**src/rtl/pusch_iq_output_framer_if.sv**
```systemverilog
// I/Q sample stream into the framer and packed word stream out to the DAC.
// master drives samples and consumes words; slave is the framer.
interface pusch_iq_output_framer_if #(
    parameter int IN_WIDTH  = 26,
    parameter int OUT_WIDTH = 16
);
    logic signed [IN_WIDTH-1:0] in_r;
    logic signed [IN_WIDTH-1:0] in_i;
    logic                       in_valid;
    logic [2*OUT_WIDTH-1:0]     out_iq;
    logic                       out_sos;
    logic                       out_eos;
    logic                       out_valid;
    logic                       out_ready;

    modport master (
        output in_r,
        output in_i,
        output in_valid,
        output out_ready,
        input  out_iq,
        input  out_sos,
        input  out_eos,
        input  out_valid
    );

    modport slave (
        input  in_r,
        input  in_i,
        input  in_valid,
        input  out_ready,
        output out_iq,
        output out_sos,
        output out_eos,
        output out_valid
    );
endinterface

```
**src/rtl/pusch_iq_output_framer.sv**
```systemverilog
// PUSCH output framer: round/saturate IFFT samples, tag symbol/slot
// boundaries, and buffer packed I/Q words in a show-ahead FIFO.
module pusch_iq_output_framer #(
    parameter int unsigned IN_WIDTH      = 26,
    parameter int unsigned OUT_WIDTH     = 16,
    parameter int unsigned SHIFT         = 10,
    parameter int unsigned FIFO_DEPTH    = 16,
    parameter int unsigned SYM_LEN       = 2192,
    parameter int unsigned SYMS_PER_SLOT = 14
) (
    input  logic                          clk,
    input  logic                          reset,
    pusch_iq_output_framer_if.slave       bus,
    input  logic                          clr_ovf,
    output logic [$clog2(FIFO_DEPTH):0]   fifo_level,
    output logic                          overflow
);

    localparam int PW  = $clog2(FIFO_DEPTH);
    localparam int SCW = $clog2(SYM_LEN);
    localparam int SYW = $clog2(SYMS_PER_SLOT);
    localparam int EW  = 2 * OUT_WIDTH + 2;

    localparam logic signed [IN_WIDTH:0] RND =
        (IN_WIDTH+1)'(2 ** (SHIFT - 1));
    localparam logic signed [IN_WIDTH:0] Y_MAX =
        (IN_WIDTH+1)'(2 ** (OUT_WIDTH - 1) - 1);
    localparam logic signed [IN_WIDTH:0] Y_MIN =
        (IN_WIDTH+1)'(-(2 ** (OUT_WIDTH - 1)));

    localparam logic [SCW-1:0] SC_LAST = SCW'(SYM_LEN - 1);
    localparam logic [SYW-1:0] SY_LAST = SYW'(SYMS_PER_SLOT - 1);
    localparam logic [PW:0]    LVL_FULL = (PW+1)'(FIFO_DEPTH);

    generate
        if (SHIFT < 1 || SHIFT > IN_WIDTH - 1) begin : g_bad_shift
            $error("SHIFT out of range");
        end
        if ((1 << PW) != FIFO_DEPTH) begin : g_bad_depth
            $error("FIFO_DEPTH must be a power of 2");
        end
    endgenerate

    // Round half up, then clamp to the signed output range.
    function automatic logic [OUT_WIDTH-1:0] scale(
        input logic signed [IN_WIDTH-1:0] x
    );
        logic signed [IN_WIDTH:0] t;
        logic signed [IN_WIDTH:0] y;
        t = $signed({x[IN_WIDTH-1], x}) + RND;
        y = t >>> SHIFT;
        if (y > Y_MAX) begin
            scale = {1'b0, {(OUT_WIDTH-1){1'b1}}};
        end else if (y < Y_MIN) begin
            scale = {1'b1, {(OUT_WIDTH-1){1'b0}}};
        end else begin
            scale = y[OUT_WIDTH-1:0];
        end
    endfunction

    logic [SCW-1:0] sample_cnt;
    logic [SYW-1:0] sym_cnt;
    logic           sample_last;
    logic           sym_last;

    assign sample_last = (sample_cnt == SC_LAST);
    assign sym_last    = (sym_cnt == SY_LAST);

    // Counters follow the air timeline, so dropped samples still count.
    always_ff @(posedge clk or negedge reset) begin
        if (!reset) begin
            sample_cnt <= '0;
            sym_cnt    <= '0;
        end else if (bus.in_valid) begin
            if (sample_last) begin
                sample_cnt <= '0;
                sym_cnt    <= sym_last ? '0 : sym_cnt + SYW'(1);
            end else begin
                sample_cnt <= sample_cnt + SCW'(1);
            end
        end
    end

    logic          st_valid;
    logic [EW-1:0] st_data;

    always_ff @(posedge clk or negedge reset) begin
        if (!reset) begin
            st_valid <= 1'b0;
            st_data  <= '0;
        end else begin
            st_valid <= bus.in_valid;
            if (bus.in_valid) begin
                st_data <= {scale(bus.in_r), scale(bus.in_i),
                            sample_cnt == '0,
                            sample_last && sym_last};
            end
        end
    end

    logic [EW-1:0] mem [FIFO_DEPTH];
    logic [PW-1:0] wr_ptr;
    logic [PW-1:0] rd_ptr;
    logic [PW:0]   level;
    logic [EW-1:0] last_word;
    logic [EW-1:0] head;
    logic          empty;
    logic          full;
    logic          push;
    logic          pop;
    logic          drop;

    assign empty = (level == '0);
    assign full  = (level == LVL_FULL);
    assign pop   = !empty && bus.out_ready;
    assign push  = st_valid && (!full || pop);
    assign drop  = st_valid && full && !pop;

    always_ff @(posedge clk) begin
        if (push) begin
            mem[wr_ptr] <= st_data;
        end
    end

    always_ff @(posedge clk or negedge reset) begin
        if (!reset) begin
            wr_ptr    <= '0;
            rd_ptr    <= '0;
            level     <= '0;
            last_word <= '0;
        end else begin
            if (push) begin
                wr_ptr <= wr_ptr + PW'(1);
            end
            if (pop) begin
                rd_ptr    <= rd_ptr + PW'(1);
                last_word <= mem[rd_ptr];
            end
            unique case ({push, pop})
                2'b10:   level <= level + (PW+1)'(1);
                2'b01:   level <= level - (PW+1)'(1);
                default: level <= level;
            endcase
        end
    end

    // A clear in the same cycle as a drop leaves the flag low.
    always_ff @(posedge clk or negedge reset) begin
        if (!reset) begin
            overflow <= 1'b0;
        end else if (clr_ovf) begin
            overflow <= 1'b0;
        end else if (drop) begin
            overflow <= 1'b1;
        end
    end

    // When drained, the outputs keep showing the last word handed out.
    assign head          = empty ? last_word : mem[rd_ptr];
    assign bus.out_iq    = head[EW-1:2];
    assign bus.out_sos   = head[1];
    assign bus.out_eos   = head[0];
    assign bus.out_valid = !empty;
    assign fifo_level    = level;

endmodule

```
**src/flat_wrapper.sv**
```systemverilog
// flat-port wrapper written by rule: the top's interface ports become plain ports
module pusch_iq_output_framer_flat 
#(
    parameter int unsigned IN_WIDTH      = 26,
    parameter int unsigned OUT_WIDTH     = 16,
    parameter int unsigned SHIFT         = 10,
    parameter int unsigned FIFO_DEPTH    = 16,
    parameter int unsigned SYM_LEN       = 2192,
    parameter int unsigned SYMS_PER_SLOT = 14
)
  (clk, reset, clr_ovf, fifo_level, overflow, bus_in_r, bus_in_i, bus_in_valid, bus_out_ready, bus_out_iq, bus_out_sos, bus_out_eos, bus_out_valid);
  pusch_iq_output_framer_if #(.IN_WIDTH(IN_WIDTH), .OUT_WIDTH(OUT_WIDTH)) bus_i ();
  input  logic clk;
  input  logic reset;
  input  logic clr_ovf;
  output logic [$clog2(FIFO_DEPTH):0] fifo_level;
  output logic overflow;
  input wire logic [$bits(bus_i.in_r)-1:0] bus_in_r;
  input wire logic [$bits(bus_i.in_i)-1:0] bus_in_i;
  input wire logic [$bits(bus_i.in_valid)-1:0] bus_in_valid;
  input wire logic [$bits(bus_i.out_ready)-1:0] bus_out_ready;
  output wire logic [$bits(bus_i.out_iq)-1:0] bus_out_iq;
  output wire logic [$bits(bus_i.out_sos)-1:0] bus_out_sos;
  output wire logic [$bits(bus_i.out_eos)-1:0] bus_out_eos;
  output wire logic [$bits(bus_i.out_valid)-1:0] bus_out_valid;
  assign bus_i.in_r = bus_in_r;
  assign bus_i.in_i = bus_in_i;
  assign bus_i.in_valid = bus_in_valid;
  assign bus_i.out_ready = bus_out_ready;
  assign bus_out_iq = bus_i.out_iq;
  assign bus_out_sos = bus_i.out_sos;
  assign bus_out_eos = bus_i.out_eos;
  assign bus_out_valid = bus_i.out_valid;
  pusch_iq_output_framer #(.IN_WIDTH(IN_WIDTH), .OUT_WIDTH(OUT_WIDTH), .SHIFT(SHIFT), .FIFO_DEPTH(FIFO_DEPTH), .SYM_LEN(SYM_LEN), .SYMS_PER_SLOT(SYMS_PER_SLOT)) u_core (.clk(clk), .reset(reset), .bus(bus_i), .clr_ovf(clr_ovf), .fifo_level(fifo_level), .overflow(overflow));
endmodule
```
**config.mk**
```make
export PLATFORM = sky130hd
export DESIGN_NAME = pusch_iq_output_framer_flat
export DESIGN_NICKNAME = d
export VERILOG_FILES = /design/src/rtl/pusch_iq_output_framer_if.sv /design/src/rtl/pusch_iq_output_framer.sv /design/src/flat_wrapper.sv
export SDC_FILE = /design/constraint.sdc
export NUM_CORES = 1
export LEC_CHECK = 0
export ABC_AREA = 1
export CAP_MARGIN = 20
export CORE_ASPECT_RATIO = 0.9
export CORE_MARGIN = 5
export CORE_UTILIZATION = 40
export DETAILED_ROUTE_END_ITERATION = 12
export HOLD_SLACK_MARGIN = 0.02
export PLACE_DENSITY = 0.64
export SKIP_CTS_REPAIR_TIMING = 1
export SLEW_MARGIN = 20
export SYNTH_ARGS = -nofsm -noshare
export SYNTH_HDL_FRONTEND = slang
export SYNTH_SLANG_ARGS = --single-unit
export TNS_END_PERCENT = 100
```
**constraint.sdc**
```tcl
create_clock -name clk -period 4.05 [get_ports clk]
set_input_delay 1.215 -clock clk [delete_from_list [all_inputs] [get_ports clk]]
set_output_delay 1.215 -clock clk [all_outputs]
set_load 0.05 [all_outputs]
```
==> out/results.ini <==
[timing]
finalSetupViolCount = 0
fin_crit_sh = 0.959
slew_viol_final = 0
worst_slew_pin_slew_ps = 772
relSlewSlack = 0.485
max_freq_mhz = 257
grt_setup_unrepaired = false
holdWs_ps = 479
period_needed_ps = 3890
hold_violations = 0
finClkSkew_ps = 19.7
finalSetupTns_ps = 0

[worst_setup_path]
crit_chain = inv_6 > buf_4 > o21ai_0 > o211ai_1 > nand3_1 > nand2_1 > nand2_1 > nand2_1 > buf_4
critPathSlowestCell = dfrtp_4
path_common_cell = nand2_1
critPathBufInv = 3
worstPathArrival_ps = 2670
end_kind = output port
crit_type = reg2out
cp_max_fo = 26
critPathRequiredTime_ps = 2830
slowest_delay_ps = 550
worstSetupStartpointType = flip-flop
critPathTopFamily = buffers and inverters

[pwr]
power.leakage_nw = 11.4
vdd_ir_drop_max_mv = 0.522
power.total_mw = 23.8
power_density_nw_per_um2 = 758

[clocking]
clock_latency_ps = 590
cts_tree = yes
cts_buffers = 67
clkTransAtPathRegs_ps = 60
h-tree-depth = 3
clockRootBuffer = clkbuf_16
clockBufferDepth = 3
cts_sinks = 643

[global_routing]
grt_pass1_vias = 17600
grt_antenna_before_repair = 0
gr-total-overflow = 0
grt_usage = 0.183
grt_max_degree = 154
grt_pass1_wl_um = 105000

[drt]
via_per_inst = 5.34
drt-total-wl_um = 69900
drcViolationCount = 0
drt_first_pass_iters = 6
wire_per_inst_um = 20.6
via_count = 18100
postRouteAntennaNets = 0
drtIter0Drc = 1897

[logic_synthesis]
synth_compound_area_frac = 0.103
yosys_warnings = 0
yosysSeqAreaShare = 0.691
synth_top_family_by_area = simple AND/OR/NAND/NOR gates
synthMuxAreaShare = 0
synth_xor_area_frac = 0.0135
synthCells = 2390
synth_nets = 2461
synthFlopType = edfxtp_1
synth_area_leaders = edfxtp_1, dfrtp_1, nor2_1
async_flop_share = 0.154
synth-seq-cells = 643
yosys.area_share.simple = 0.140
yosysTopAreaCell = edfxtp_1
synth-adder-area-share = 0.00671
yosysUniqueCellTypes = 37
synth_area_um2 = 27200
synth-edff-count = 544
syn_area_per_cell_um2 = 11.4
synth_top_area_frac = 0.600

[floorplanning]
start_util = 0.405
ioPinCount = 98
dieHeight_um = 258
die_x_um = 285
num_rows = 90
die_area_um2 = 73400
core_area_um2 = 67200

[final_layout]
antenna_cells = 0
layout_commonest_cell = edfxtp_1
syn2layout_area_growth_pct = 15.5
final_cells = 3398
layout_common_cells = edfxtp_1, nor2_1, nand2_1
fillers = 5856
nets = 2545
layout-drive-gt1-share = 0.103
finalInstanceArea_um2 = 31400

[flow_run]
max_cap_viol_count = 0

[placement]
gp_congestion = 0.835
portBuffers = 79
numPlacedInstances = 3272
hpwlAfterDp_um = 37900
place_area_um2 = 29200

[min_path]
min-delay-path-class = reg2reg

[outcome]
status = completed

-- state kept, by name (all words and copies together), names as in the netlist --
register	flops
u_core.last_word	34
u_core.fifo_level	5
u_core.sym_cnt	4
u_core.overflow	1
u_core.mem	544
u_core.rd_ptr	4
u_core.st_valid	1
u_core.st_data	34
u_core.sample_cnt	12
u_core.wr_ptr	4
-- routing by layer --
| metal | vias up | wire, um | global-route usage |
|---|---|---|---|
| met3 | 120 | 4700 | 0.0301 |
| met1 | 8899 | 30200 | 0.250 |
| li1 | 8495 | - | - |
| met2 | 628 | 33200 | 0.304 |
| met4 | 0 | 1800 | 0.0529 |
| met5 | - | 0 | 0 |
-- Yosys cell counts, types with 2 or more instances --
| master | number |
|---|---|
| xor2_1 | 29 |
| clkinv_1 | 3 |
| edfxtp_1 | 544 |
| buf_6 | 17 |
| clkbuf_1 | 61 |
| inv_2 | 2 |
| buf_8 | 3 |
| ha_1 | 13 |
| o211ai_1 | 121 |
| a21oi_1 | 72 |
| o21ai_0 | 260 |
| nand2_1 | 373 |
| nor3_1 | 6 |
| xnor2_1 | 13 |
| clkbuf_2 | 2 |
| nand4_1 | 7 |
| nor2_4 | 2 |
| nor2_2 | 2 |
| buf_4 | 4 |
| nand2_2 | 4 |
| inv_1 | 130 |
| nand3_1 | 109 |
| dfrtp_1 | 99 |
| nor2_1 | 397 |
| or2_2 | 14 |
| buf_2 | 40 |
| buf_1 | 6 |
| a21oi_2 | 10 |
| nand3_2 | 12 |
| o21ai_1 | 28 |
-- tightest hold or removal path, cell delays in order (launching register included) --
cell	delay (ps)
dfrtp_1	340
nand2_1	50
nand2_1	50
-- through the flow --
step                      setup WS [ps]   util
after floorplan                     493      -
after global placement              440  0.434
after detailed placement            451  0.434
after CTS                         -25.0  0.465
after global routing               43.0  0.468
final                               165  0.468
-- worst paths after layout --
| path | from | endpoint | slack, ps | cells past startpoint |
|---|---|---|---|---|
| worst min register to register | u_core.last_word[16] | u_core.last_word[16] | 480 | 2 |
| max in group asynchronous | reset | u_core.st_data[23] | 2530 | 2 |
| worst max-delay path | u_core.rd_ptr[0] | bus_out_iq[2] | 160 | 9 |
| worst min-delay path | u_core.last_word[16] | u_core.last_word[16] | 480 | 2 |
| min in group asynchronous | reset | u_core.last_word[11] | 630 | 1 |
| worst max register to register | u_core.fifo_level[1] | u_core.fifo_level[3] | 1310 | 12 |
-- cell type report --
cell class | count | area, um2 | area share
Clock buffer | 96 | 1920 | 0.0610
Clock inverter | 23 | 166 | 0.00529
Inverter | 135 | 517 | 0.0164
Multi-Input combinational cell | 1478 | 7290 | 0.232
Sequential cell | 643 | 18800 | 0.599
Tap cell | 874 | 1090 | 0.0348
Timing Repair Buffer | 149 | 1630 | 0.0519
-- where the power goes --
part,switching (mW),total (mW),internal (mW)
clock,2.45,5.87,3.42
combinational,6.56,9.31,2.75
sequential,0.499,8.65,8.15
-- cell families after synthesis --
kind of cell | count (synthesis)
adders and majority gates | 14
AOI/OAI and AO/OA | 493
buffers and inverters | 269
xor gates and xnor gates | 42
DFF | 643
and+or+nand+nor | 929
No activity file was read; power rests on OpenSTA's default activity.
